--- src/rtl/tdm_demux4.sv ---
// Four-channel serial TDM demultiplexer with frame-sync tracking.
// Optional TDM_DEMUX_ERRCNT_EN adds a saturating sync-error counter.
module tdm_demux4 (
  input  logic       clk,
  input  logic       rst,
  input  logic       din,
  input  logic       frame_sync,
  output logic [7:0] out_a,
  output logic [7:0] out_b,
  output logic [7:0] out_c,
  output logic [7:0] out_d,
  output logic [3:0] out_valid,
  output logic       locked,
  output logic       sync_err
`ifdef TDM_DEMUX_ERRCNT_EN
  ,
  output logic [7:0] err_cnt
`endif
);

  typedef enum logic {
    HUNT,
    LOCKED
  } state_t;

  state_t state, state_nx;
  logic [1:0] slot, slot_nx;
  logic [2:0] frame, frame_nx;
  logic [3:0][7:0] sr, sr_nx;
  logic [3:0] pend, pend_nx;
  logic err_nx;

  always_comb begin
    state_nx = state;
    slot_nx  = slot;
    frame_nx = frame;
    sr_nx    = sr;
    pend_nx  = '0;
    err_nx   = 1'b0;
    unique case (state)
      HUNT: begin
        if (frame_sync) begin
          sr_nx    = '0;
          sr_nx[0] = {7'd0, din};
          slot_nx  = 2'd1;
          frame_nx = 3'd0;
          state_nx = LOCKED;
        end
      end
      LOCKED: begin
        if (frame_sync && slot != 2'd0) begin
          // restart alignment at this bit
          err_nx   = 1'b1;
          sr_nx    = '0;
          sr_nx[0] = {7'd0, din};
          slot_nx  = 2'd1;
          frame_nx = 3'd0;
        end else if (!frame_sync && slot == 2'd0) begin
          err_nx   = 1'b1;
          sr_nx    = '0;
          slot_nx  = 2'd0;
          frame_nx = 3'd0;
          state_nx = HUNT;
        end else begin
          sr_nx[slot] = {sr[slot][6:0], din};
          if (frame == 3'd7) pend_nx[slot] = 1'b1;
          slot_nx = slot + 2'd1;
          if (slot == 2'd3) frame_nx = frame + 3'd1;
        end
      end
    endcase
  end

  // completed bytes publish one edge after their last bit
  always_ff @(posedge clk) begin
    if (rst) begin
      state     <= HUNT;
      slot      <= 2'd0;
      frame     <= 3'd0;
      sr        <= '0;
      pend      <= '0;
      out_a     <= 8'h00;
      out_b     <= 8'h00;
      out_c     <= 8'h00;
      out_d     <= 8'h00;
      out_valid <= 4'b0000;
      sync_err  <= 1'b0;
    end else begin
      state     <= state_nx;
      slot      <= slot_nx;
      frame     <= frame_nx;
      sr        <= sr_nx;
      pend      <= pend_nx;
      out_valid <= pend;
      sync_err  <= err_nx;
      if (pend[0]) out_a <= sr[0];
      if (pend[1]) out_b <= sr[1];
      if (pend[2]) out_c <= sr[2];
      if (pend[3]) out_d <= sr[3];
    end
  end

  assign locked = (state == LOCKED);

`ifdef TDM_DEMUX_ERRCNT_EN
  always_ff @(posedge clk) begin
    if (rst) begin
      err_cnt <= 8'h00;
    end else if (err_nx && err_cnt != 8'hFF) begin
      err_cnt <= err_cnt + 8'd1;
    end
  end
`endif

endmodule

--- config.mk ---
export PLATFORM = sky130hd
export DESIGN_NAME = tdm_demux4
export DESIGN_NICKNAME = d
export VERILOG_FILES = /design/src/rtl/tdm_demux4.sv
export SDC_FILE = /design/constraint.sdc
export NUM_CORES = 1
export LEC_CHECK = 0
export CAP_MARGIN = 20
export CORE_MARGIN = 2
export CORE_UTILIZATION = 40
export CTS_CLUSTER_SIZE = 12
export DETAILED_ROUTE_END_ITERATION = 6
export PLACE_DENSITY = 0.66
export SETUP_SLACK_MARGIN = 0.4
export SYNTH_ARGS = -nofsm -noshare
export SYNTH_HDL_FRONTEND = slang
export SYNTH_SLANG_ARGS = --single-unit
export TNS_END_PERCENT = 1
--- constraint.sdc ---
create_clock -name clk -period 5.65 [get_ports clk]
set_clock_uncertainty 0.15 [all_clocks]
set_input_delay 0.8475 -clock clk [delete_from_list [all_inputs] [get_ports clk]]
set_output_delay 0.8475 -clock clk [all_outputs]
set_load 0.03 [all_outputs]
==> impl_metrics.py <==
metrics = {
    "synth": {
        "yosysMostFrequentCell": "dfxtp_1",
        "ys_types": 33,
        "avgSynthCellArea_um2": 11.9,
        "synth_cells": 252,
        "synth_ff_type": "dfxtp_1",
        "ys_ff_latch": 79,
        "netlist_area_um2": 3000,
        "yosys_warnings": 0,
        "synth_area_leader_cell": "dfxtp_1",
        "synth_nets": 265,
        "synth_edf_count": 0,
        "synthTopCellsByArea": "dfxtp_1, mux2i_1, a22o_1, mux4_2, nor2_1",
        "seq_area_frac_synth_pct": 52.6,
        "synth_top_area_share_pct": 52.6,
        "async_flop_share_pct": 0,
        "ys_top_cells_by_count": "dfxtp_1, nor2_1, mux2i_1",
    },
    "clock_network": {
        "cts-resized-gates": 0,
        "cts_hold_buffers": 0,
        "cts_root_buffer": "clkbuf_8",
        "tritoncts": "built",
        "clk_pin_slew_ps": 80,
        "clkLatencyLatePin_ps": 340,
        "cts_setup_buffers": 0,
        "numClockSinks": 79,
        "ctsHtreeMaxLevel": 3,
        "cts_buffer_depth": 2,
        "cts_buffers": 9,
    },
    "pwr": {
        "power_density_nw_per_um2": 267,
        "ir_drop_mv": 0.126,
        "p_leak_nw": 1.29,
    },
    "setup_path": {
        "path_cells": "inv_1 > ha_1 > ha_1 > nor4b_2 > and2_1 > a22o_2",
        "cpLargestDelayFamily": "simple AND/OR/NAND/NOR gates",
        "critPathKind": "reg2reg",
        "cp-start-kind": "flop",
        "slowest_delay_ps": 730,
        "cpMostUsedCell": "ha_1",
        "critPathCaptureType": "flop",
        "cp_slowest_cell": "nor4b_2",
        "arrival_ps": 3140,
        "crit_required_ps": 5790,
        "worst-path-buf-inv": 1,
        "critPathMaxFanout": 12,
    },
    "sta": {
        "slew_headroom_pct": 35.3,
        "layout_min_cycle_time_ps": 3000,
        "finalCritPeriodShare_pct": 53.1,
        "final-hold-violation-count": 0,
        "fmaxAchievable_ghz": 0.333,
        "tightest_slew_ps": 970,
        "setup_viol": 0,
        "setup-tns-final_ps": 0,
        "drv_slew": 0,
        "holdWs_ps": 332,
        "rsz0062_at_grt": "no",
    },
    "route": {
        "avgRoutedWirePerCell_um": 14.9,
        "drtAntennaViolNets": 0,
        "via_per_inst": 5.00,
        "drt_pre_antenna_iters": 4,
        "num_vias": 1945,
        "drcViolationCount": 0,
        "drt_iter0_drc": 99,
        "wl_um": 5780,
    },
    "floorplan": {
        "boundaryPins": 42,
        "die_x_um": 90.7,
        "dieHeight_um": 90.7,
        "initial_core_util_pct": 41.4,
        "core_um2": 7250,
        "dieArea_um2": 8220,
        "row_count": 31,
    },
    "global_routing": {
        "track_usage_pct": 14.8,
        "grt_pass1_wl_um": 9690,
        "grt_util_met2_pct": 21.0,
        "met3_usage_pct": 3.67,
        "antenna_found_initial": 0,
        "globalRouteMet1Util_pct": 20.8,
        "grt_overflow": 0,
        "grt_max_degree": 48,
        "grt_pass1_vias": 1898,
        "busiest_layer": "met2",
    },
    "cells_and_area": {
        "finish.utilization_pct": 49.8,
        "area_growth_pct": 20.3,
        "diodes": 0,
        "drive_gt1_share_pct": 14.8,
        "fill_cells": 678,
        "nNetsFinal": 299,
    },
    "outcome": {
        "status": "complete, no violations",
    },
    "placed_design": {
        "gp_congestion": 0.719,
        "hpwlAfterDp_um": 4030,
        "io_buffers": 41,
    },
    "run": {
        "maxCapViolations": 0,
    },
    "min_path": {
        "hold_class": "reg2reg",
    },
}
[worst register-to-register path, cell delays in order (launching register included)]
cell and delay, ps:
dfxtp_1 700, inv_1 150, ha_1 310, ha_1 300
nor4b_2 730, and2_1 420, a22o_2 200
[cells in the final DEF (no fill, tap or decap), drive strengths merged]
cell type	count
a21oi	6
a21boi	1
or3b	1
nor2	35
nor4b	2
clkbuf	11
clkinv	4
nor3b	1
inv	4
or3	1
a21bo	1
mux2	1
dfxtp	79
and3	4
or2	1
nand3	1
mux2i	32
clkdlybuf4s50	40
o21ba	1
nor2b	4
nand3b	1
buf	1
mux4	7
and2	4
a22o	30
or2b	1
or4b	3
ha	9
o22ai	1
a32o	3
[report_power, final]
group	internal [mW]	switching, mW
sequential	0.559	0.00711
clock	0.156	0.190
combinational	0.0206	0.0307
total	0.736	0.228
[layout make-up]
type	count	area, um^2	area share, %
Sequential cell	79	1580	43.8
Clock buffer	11	131	3.64
Multi-Input combinational cell	151	1330	36.9
Timing Repair Buffer	41	405	11.2
Tap cell	99	124	3.43
Inverter	4	15.0	0.416
Clock inverter	4	23.8	0.658
[registers in the layout, indices dropped and copies added, names as in the netlist]
register	flops
frame	3
locked	1
out_a	8
out_b	8
out_c	8
out_d	8
out_valid	4
pend	4
slot	2
sr	32
sync_err	1
[path summary, 6_finish.rpt]
check	from	to	slack (ps)	depth (start not counted)
setup / recovery	slot[0]	sr[31]	2650	6
setup reg to reg	slot[0]	sr[31]	2650	6
hold reg to reg	sr[15]	sr[15]	330	1
hold / removal	sr[15]	sr[15]	330	1
[per-stage QoR]
step                      power [mW]  instances  area [um^2]  setup slack, ps
after floorplan                0.619        252         3000             3300
after global placement         0.630        374         3450             2060
after detailed placement       0.630        374         3450             1890
after CTS                      0.974        389         3610             2170
after global routing            1.00        389         3610             2360
final                          0.964        389         3610             2650
[cell families after synthesis]
group                    after synthesis  synth area share (%)
AO/OA/AOI/OAI                         43                  13.7
multiplexers                          40                  16.3
buffers and inverters                 22                  3.21
adder cells (fa/ha/maj)                9                  3.75
AND/OR/NAND/NOR                       59                  10.4
flip-flops                            79                  52.6
[metal layers]
metal | vias up | part of all wire (%)
li1 | 973 | -
met1 | 924 | 52
met2 | 42 | 42
met3 | 6 | 4.6
met4 | 0 | 1.3
met5 | - | 0
(Power assumes the default switching activity.)
